`config.mk`:
```
export PLATFORM = sky130hd
export DESIGN_NAME = ps2_host_tx_flat
export DESIGN_NICKNAME = d
export VERILOG_FILES = /design/src/rtl/ps2_host_tx_if.sv /design/src/rtl/ps2_host_tx.sv /design/src/flat_wrapper.sv
export SDC_FILE = /design/constraint.sdc
export NUM_CORES = 1
export LEC_CHECK = 0
export ABC_AREA = 1
export CAP_MARGIN = 20
export CORE_MARGIN = 2
export CORE_UTILIZATION = 58
export CTS_CLUSTER_SIZE = 16
export DETAILED_ROUTE_END_ITERATION = 10
export PLACE_DENSITY = 0.79
export SLEW_MARGIN = 15
export SYNTH_ARGS = -nofsm -noshare
export SYNTH_HDL_FRONTEND = slang
export SYNTH_SLANG_ARGS = --single-unit
```
`constraint.sdc`:
```
create_clock -name CLK100MHZ -period 1.9 [get_ports CLK100MHZ]
set_input_delay 0.285 -clock CLK100MHZ [delete_from_list [all_inputs] [get_ports CLK100MHZ]]
set_output_delay 0.285 -clock CLK100MHZ [all_outputs]
set_load 0.03 [all_outputs]
```
`src/rtl/ps2_host_tx_if.sv`:
```
// ps2_host_tx_if: command handshake and status bundle for the PS/2 host transmitter.
//   tx_data  [7:0]  byte to send, captured on accept
//   tx_valid        request to send tx_data
//   tx_ready        transmitter idle; tx_valid & tx_ready = accept
//   busy            transfer in progress (receiver must ignore the bus)
//   done            one-cycle end-of-transaction pulse
//   ack_ok          device acknowledged (valid with done, held until next accept)
//   timeout         transfer aborted on device clock timeout (valid with done)
// master = command source, slave = ps2_host_tx.
interface ps2_host_tx_if;
  logic [7:0] tx_data;
  logic       tx_valid;
  logic       tx_ready;
  logic       busy;
  logic       done;
  logic       ack_ok;
  logic       timeout;

  modport master (
    output tx_data, tx_valid,
    input  tx_ready, busy, done, ack_ok, timeout
  );

  modport slave (
    input  tx_data, tx_valid,
    output tx_ready, busy, done, ack_ok, timeout
  );
endinterface

```
`src/rtl/ps2_host_tx.sv`:
```
// ps2_host_tx: host-to-device PS/2 transmitter. Sends one command byte to the
// keyboard with the request-to-send sequence (clock inhibit, data low, release
// clock), frames it with odd parity and stop bit, samples the device ACK and
// reports the outcome. Only low-enables are produced; tri-states live at top.
// Ports:
//   CLK100MHZ    in   system clock
//   RESET        in   synchronous active-high reset
//   tx           slave handshake/status bundle (ps2_host_tx_if)
//   PS2_CLK      in   raw bus clock (asynchronous)
//   PS2_DATA     in   raw bus data (asynchronous)
//   ps2_clk_oe   out  1 = pull PS2_CLK low
//   ps2_data_oe  out  1 = pull PS2_DATA low
module ps2_host_tx #(
  parameter int unsigned INHIBIT_CYCLES = 12000,
  parameter int unsigned SETUP_CYCLES   = 100,
  parameter int unsigned TIMEOUT_CYCLES = 1500000
) (
  input  logic         CLK100MHZ,
  input  logic         RESET,
  ps2_host_tx_if.slave tx,
  input  logic         PS2_CLK,
  input  logic         PS2_DATA,
  output logic         ps2_clk_oe,
  output logic         ps2_data_oe
);

  localparam int unsigned MAX_A   = (INHIBIT_CYCLES > SETUP_CYCLES) ? INHIBIT_CYCLES : SETUP_CYCLES;
  localparam int unsigned MAX_CNT = (MAX_A > TIMEOUT_CYCLES) ? MAX_A : TIMEOUT_CYCLES;
  localparam int unsigned CW      = $clog2(MAX_CNT + 1);

  localparam logic [CW-1:0] INH_LAST   = CW'(INHIBIT_CYCLES - 1);
  localparam logic [CW-1:0] SETUP_LAST = CW'(SETUP_CYCLES - 1);
  localparam logic [CW-1:0] TMO_LAST   = CW'(TIMEOUT_CYCLES - 1);

  typedef enum logic [2:0] {
    IDLE, INHIBIT, REQ, SEND, ACK, WAIT_IDLE, FIN
  } state_t;

  state_t        state, state_n;
  logic [2:0]    clk_s;
  logic [1:0]    data_s;
  logic [CW-1:0] cnt;
  logic [3:0]    bit_cnt;
  logic [9:0]    sh;
  logic          data_drv;
  logic          ack_smp;
  logic          ack_ok_q;
  logic          timeout_q;
  logic          tmo_abort;

  // clk_s[1:0] is the synchroniser; clk_s[2] holds the previous synced value.
  logic clk_sync, data_sync, fall, tmo_hit;
  assign clk_sync  = clk_s[1];
  assign data_sync = data_s[1];
  assign fall      = clk_s[2] & ~clk_s[1];
  assign tmo_hit   = (cnt == TMO_LAST);

  always_comb begin
    state_n   = state;
    tmo_abort = 1'b0;
    case (state)
      IDLE:    if (tx.tx_valid) state_n = INHIBIT;
      INHIBIT: if (cnt == INH_LAST) state_n = REQ;
      REQ:     if (cnt == SETUP_LAST) state_n = SEND;
      // A device edge on the terminal-count cycle takes priority over timeout.
      SEND: begin
        if (fall) begin
          if (bit_cnt == 4'd9) state_n = ACK;
        end else if (tmo_hit) begin
          state_n   = FIN;
          tmo_abort = 1'b1;
        end
      end
      ACK: begin
        if (fall) begin
          state_n = WAIT_IDLE;
        end else if (tmo_hit) begin
          state_n   = FIN;
          tmo_abort = 1'b1;
        end
      end
      WAIT_IDLE: begin
        if (clk_sync && data_sync) begin
          state_n = FIN;
        end else if (tmo_hit) begin
          state_n   = FIN;
          tmo_abort = 1'b1;
        end
      end
      FIN:     state_n = IDLE;
      default: state_n = IDLE;
    endcase
  end

  always_ff @(posedge CLK100MHZ) begin
    if (RESET) begin
      state     <= IDLE;
      clk_s     <= '1;
      data_s    <= '1;
      cnt       <= '0;
      bit_cnt   <= '0;
      sh        <= '0;
      data_drv  <= 1'b0;
      ack_smp   <= 1'b0;
      ack_ok_q  <= 1'b0;
      timeout_q <= 1'b0;
    end else begin
      state  <= state_n;
      clk_s  <= {clk_s[1:0], PS2_CLK};
      data_s <= {data_s[0], PS2_DATA};

      // One counter serves the inhibit/setup timers and the per-edge timeout;
      // it restarts on every state change and, while the device clocks, on every edge.
      if (state_n != state)
        cnt <= '0;
      else if (state == INHIBIT || state == REQ)
        cnt <= cnt + CW'(1);
      else if (state == SEND || state == ACK || state == WAIT_IDLE)
        cnt <= fall ? '0 : cnt + CW'(1);
      else
        cnt <= '0;

      case (state)
        IDLE: begin
          data_drv <= 1'b0;
          if (tx.tx_valid) begin
            sh        <= {1'b1, ~^tx.tx_data, tx.tx_data};
            bit_cnt   <= '0;
            ack_smp   <= 1'b0;
            ack_ok_q  <= 1'b0;
            timeout_q <= 1'b0;
          end
        end
        REQ:  if (state_n == SEND) data_drv <= 1'b1;  // start bit
        SEND: begin
          if (fall) begin
            data_drv <= ~sh[0];
            sh       <= {1'b0, sh[9:1]};
            bit_cnt  <= bit_cnt + 4'd1;
          end
        end
        ACK:  if (fall) ack_smp <= ~data_sync;
        default: ;
      endcase

      if (tmo_abort) begin
        timeout_q <= 1'b1;
        ack_ok_q  <= 1'b0;
      end else if (state == WAIT_IDLE && state_n == FIN) begin
        timeout_q <= 1'b0;
        ack_ok_q  <= ack_smp;
      end
    end
  end

  assign ps2_clk_oe  = (state == INHIBIT) || (state == REQ);
  assign ps2_data_oe = (state == REQ) || ((state == SEND) && data_drv);

  // busy covers every state in which the device may be clocking this transfer,
  // so the receiver can gate its own edge detection with it.
  assign tx.tx_ready = (state == IDLE) && !RESET;
  assign tx.busy     = (state != IDLE) && (state != FIN);
  assign tx.done     = (state == FIN);
  assign tx.ack_ok   = ack_ok_q;
  assign tx.timeout  = timeout_q;

endmodule

```
`src/flat_wrapper.sv`:
```
// flat-port wrapper written by rule: the top's interface ports become plain ports
module ps2_host_tx_flat 
#(
  parameter int unsigned INHIBIT_CYCLES = 12000,
  parameter int unsigned SETUP_CYCLES   = 100,
  parameter int unsigned TIMEOUT_CYCLES = 1500000
)
  (CLK100MHZ, RESET, PS2_CLK, PS2_DATA, ps2_clk_oe, ps2_data_oe, tx_tx_data, tx_tx_valid, tx_tx_ready, tx_busy, tx_done, tx_ack_ok, tx_timeout);
  ps2_host_tx_if tx_i ();
  input  logic CLK100MHZ;
  input  logic RESET;
  input  logic PS2_CLK;
  input  logic PS2_DATA;
  output logic ps2_clk_oe;
  output logic ps2_data_oe;
  input wire logic [$bits(tx_i.tx_data)-1:0] tx_tx_data;
  input wire logic [$bits(tx_i.tx_valid)-1:0] tx_tx_valid;
  output wire logic [$bits(tx_i.tx_ready)-1:0] tx_tx_ready;
  output wire logic [$bits(tx_i.busy)-1:0] tx_busy;
  output wire logic [$bits(tx_i.done)-1:0] tx_done;
  output wire logic [$bits(tx_i.ack_ok)-1:0] tx_ack_ok;
  output wire logic [$bits(tx_i.timeout)-1:0] tx_timeout;
  assign tx_i.tx_data = tx_tx_data;
  assign tx_i.tx_valid = tx_tx_valid;
  assign tx_tx_ready = tx_i.tx_ready;
  assign tx_busy = tx_i.busy;
  assign tx_done = tx_i.done;
  assign tx_ack_ok = tx_i.ack_ok;
  assign tx_timeout = tx_i.timeout;
  ps2_host_tx #(.INHIBIT_CYCLES(INHIBIT_CYCLES), .SETUP_CYCLES(SETUP_CYCLES), .TIMEOUT_CYCLES(TIMEOUT_CYCLES)) u_core (.CLK100MHZ(CLK100MHZ), .RESET(RESET), .tx(tx_i), .PS2_CLK(PS2_CLK), .PS2_DATA(PS2_DATA), .ps2_clk_oe(ps2_clk_oe), .ps2_data_oe(ps2_data_oe));
endmodule
```
==> impl_metrics.toml <==
[outcome]
status = "finished, final reports clean"

[synthesis]
synth_area_um2 = 2683
async_flop_share_pct = 0
synth-seq-cells = 47
netlist_instances = 384
synth_nets = 400
ys.flop_type = "dfxtp_1"
syn_avg_cell_area_um2 = 6.986
synth_seq_area_share_pct = 35.07
ys_types = 32
ys.warnings.count = 0
synth-edff-count = 0

[power]
peakVddDrop_uv = 512.6
power.leakage_uw = 0.001264
powerDensity_nw_per_um2 = 643.2

[global_route]
grt.overflow.total = 0
gr-usage-all-layers_pct = 25.57
grt_max_degree = 22
grt_pass1_wl_um = 10540
grt_pass1_vias = 2461
antenna_found_initial = 0

[drt]
drt-initial-drc-count = 191
top_layer = "met4"
drc = 0
wl_um = 6339
ant_nets = 0
via_per_inst = 5.519
via_count = 2605
drtPass1Iterations = 5
detail_route.wl_per_cell_um = 13.43
drt-met1-wl_um = 2729
wl_met3_um = 309
detailroute.wirelength.met2_um = 3142

[layout]
drive_above_1_share_pct = 18.33
syn_to_final_growth_pct = 19.40
fin_area_um2 = 3203
finalNetCount = 435
num_antenna_cells = 0
fin_util_pct = 72.56

[cts]
cts_hold_buf = 0
post_cts_buffers = 0
cts_htree_levels = 2
clk_path_buf_depth = 2
clk_latency_ps = 310
cts_buffers = 5
cts-root-buf = "clkbuf_8"
clock-sinks = 47
clkTransAtPathRegs_ps = 90
cts_tree = "yes"

[setup_path]
crit_type = "reg -> reg"
cp_data_required_time_ps = 2100
cp_max_fo = 21
crit_arrival_ps = 2000
startpoint_type = "flip-flop"
end_kind = "flip-flop"

[sta]
fmax_mhz = 556.4
setup_viol = 0
hold_viol = 0
fin_crit_ps = 1797
fin_setup_tns_ps = 0
fin_crit_sh_pct = 94.59
worst_slew_pin_slew_ps = 307.1
drv_slew = 0
slew_headroom_pct = 79.47
finalClockSkew_ps = 13.32

[placement]
place_area_um2 = 3045
place_congestion = 0.8775
hpwlAfterDp_um = 4664
port_buffers = 19

[floorplan]
rows = 24
dieArea_um2 = 5185
start_util_pct = 60.77
die_height_um = 72.01
core-area_um2 = 4414
boundaryPins = 20
die_x_um = 72.01

[flow_run]
max-cap-violations = 0

[min_path]
min_path_type = "reg -> reg"
[where the power goes]
group	switching, µW	internal, µW
Sequential	21.7	1020
Clock	347	392
Combinational	158	122
Total	527	1530
[path summary, 6_finish.rpt]
path	start	endpoint	slack (ps)	cells past startpoint
min reg2reg	u_core.data_s[0]$_SDFF_PP1_	u_core.data_s[1]$_SDFF_PP1_	430	1
min	u_core.data_s[0]$_SDFF_PP1_	u_core.data_s[1]$_SDFF_PP1_	430	1
max reg2reg	u_core.cnt[1]$_SDFF_PP0_	u_core.cnt[2]$_SDFF_PP0_	100	11
max	u_core.cnt[1]$_SDFF_PP0_	u_core.cnt[2]$_SDFF_PP0_	100	11
[worst max-delay path: stages (launching register included)]
cell	delay, ps
dfxtp_1	400
ha_4	180
nand2_1	70
nor2_2	170
nand3_1	110
nor2_2	140
nand3_1	90
nand2_1	110
a21oi_2	60
nand2_2	80
buf_12	190
nor3_1	70
[cell families after synthesis]
| kind of cell | after synthesis | synth area share [%] |
|---|---|---|
| buffers and inverters | 57 | 9.187 |
| adders and majority gates | 3 | 1.399 |
| and+or+nand+nor | 210 | 38.20 |
| DFF | 47 | 35.07 |
| xor gates and xnor gates | 20 | 6.530 |
| AOI/OAI and AO/OA | 47 | 9.608 |
[metal layers]
layer / track usage (%) / up-vias
met4: 11.74 / 0
met2: 44.24 / 95
met1: 30.78 / 1174
met3: 4.722 / 19
li1: - / 1317
met5: 0 / -
[cells in the final DEF, fill, tap and decap left out, types with 3 or more instances in the layout]
master / instances
xor2_1: 14
inv_1: 42
dfxtp_2: 3
nand4_1: 9
clkbuf_8: 5
nor3_2: 21
or2_2: 4
a31oi_1: 9
nor3_1: 14
nand2_1: 92
xnor2_1: 6
buf_12: 3
o21ai_0: 18
nor2_1: 35
nor2_2: 7
a21oi_1: 14
clkdlybuf4s50_1: 14
inv_2: 5
dlygate4sd2_1: 4
dfxtp_1: 44
buf_4: 17
nand3_1: 18
[sequential cells by signal (all words and copies together) (netlist names)]
name               flops
u_core.cnt            21
u_core.sh             10
u_core.bit_cnt         4
u_core.clk_s           3
u_core.state           3
u_core.data_s          2
u_core.ack_smp         1
u_core.data_drv        1
u_core.tx.ack_ok       1
u_core.tx.timeout      1
[final cells by class]
class | instances | area [µm²]
inverters | 47 | 176.4
repair buffers | 38 | 362.8
fillers | 352 | 1211
clock buffers | 5 | 68.82
well taps | 52 | 65.06
multi-input cells | 280 | 1541
flip-flops and latches | 47 | 944.7
clock inverters | 3 | 43.79
[cell usage after synthesis (3+ instances only)]
cell type	number	share of area [%]
nand2_1	92	13
nor3_2	20	7.5
nor2_1	41	5.7
xor2_1	14	4.6
o21ai_0	18	3.4
ha_1	3	1.4
dfxtp_1	47	35
nand4_1	9	2.1
xnor2_1	6	2.0
inv_1	43	6.0
clkbuf_1	4	0.56
inv_2	4	0.56
or2_2	4	0.93
buf_6	4	1.7
nand3_1	19	3.5
nor3_1	15	2.8
a21oi_1	15	2.8
a31oi_1	9	2.1
[timing repair]
item | CTS | global route
gates resized for setup | 5 | 15
endpoints found under the setup margin | 5 | 22
pin swaps | 0 | 0
[through the flow]
| stage | total power, µW | worst slack, ps | std cells | hold slack, ps |
|---|---|---|---|---|
| after floorplan | 1240 | 74.25 | 384 | 388.8 |
| after global placement | 1334 | 70.92 | 464 | 392.3 |
| after detailed placement | 1344 | 29.94 | 464 | 397.5 |
| after CTS | 2063 | 32.70 | 472 | 431.6 |
| after global routing | 2139 | -6.415 | 472 | 452.6 |
| final | 2060 | 102.8 | 472 | 433.8 |
(Power assumes the default switching activity.)
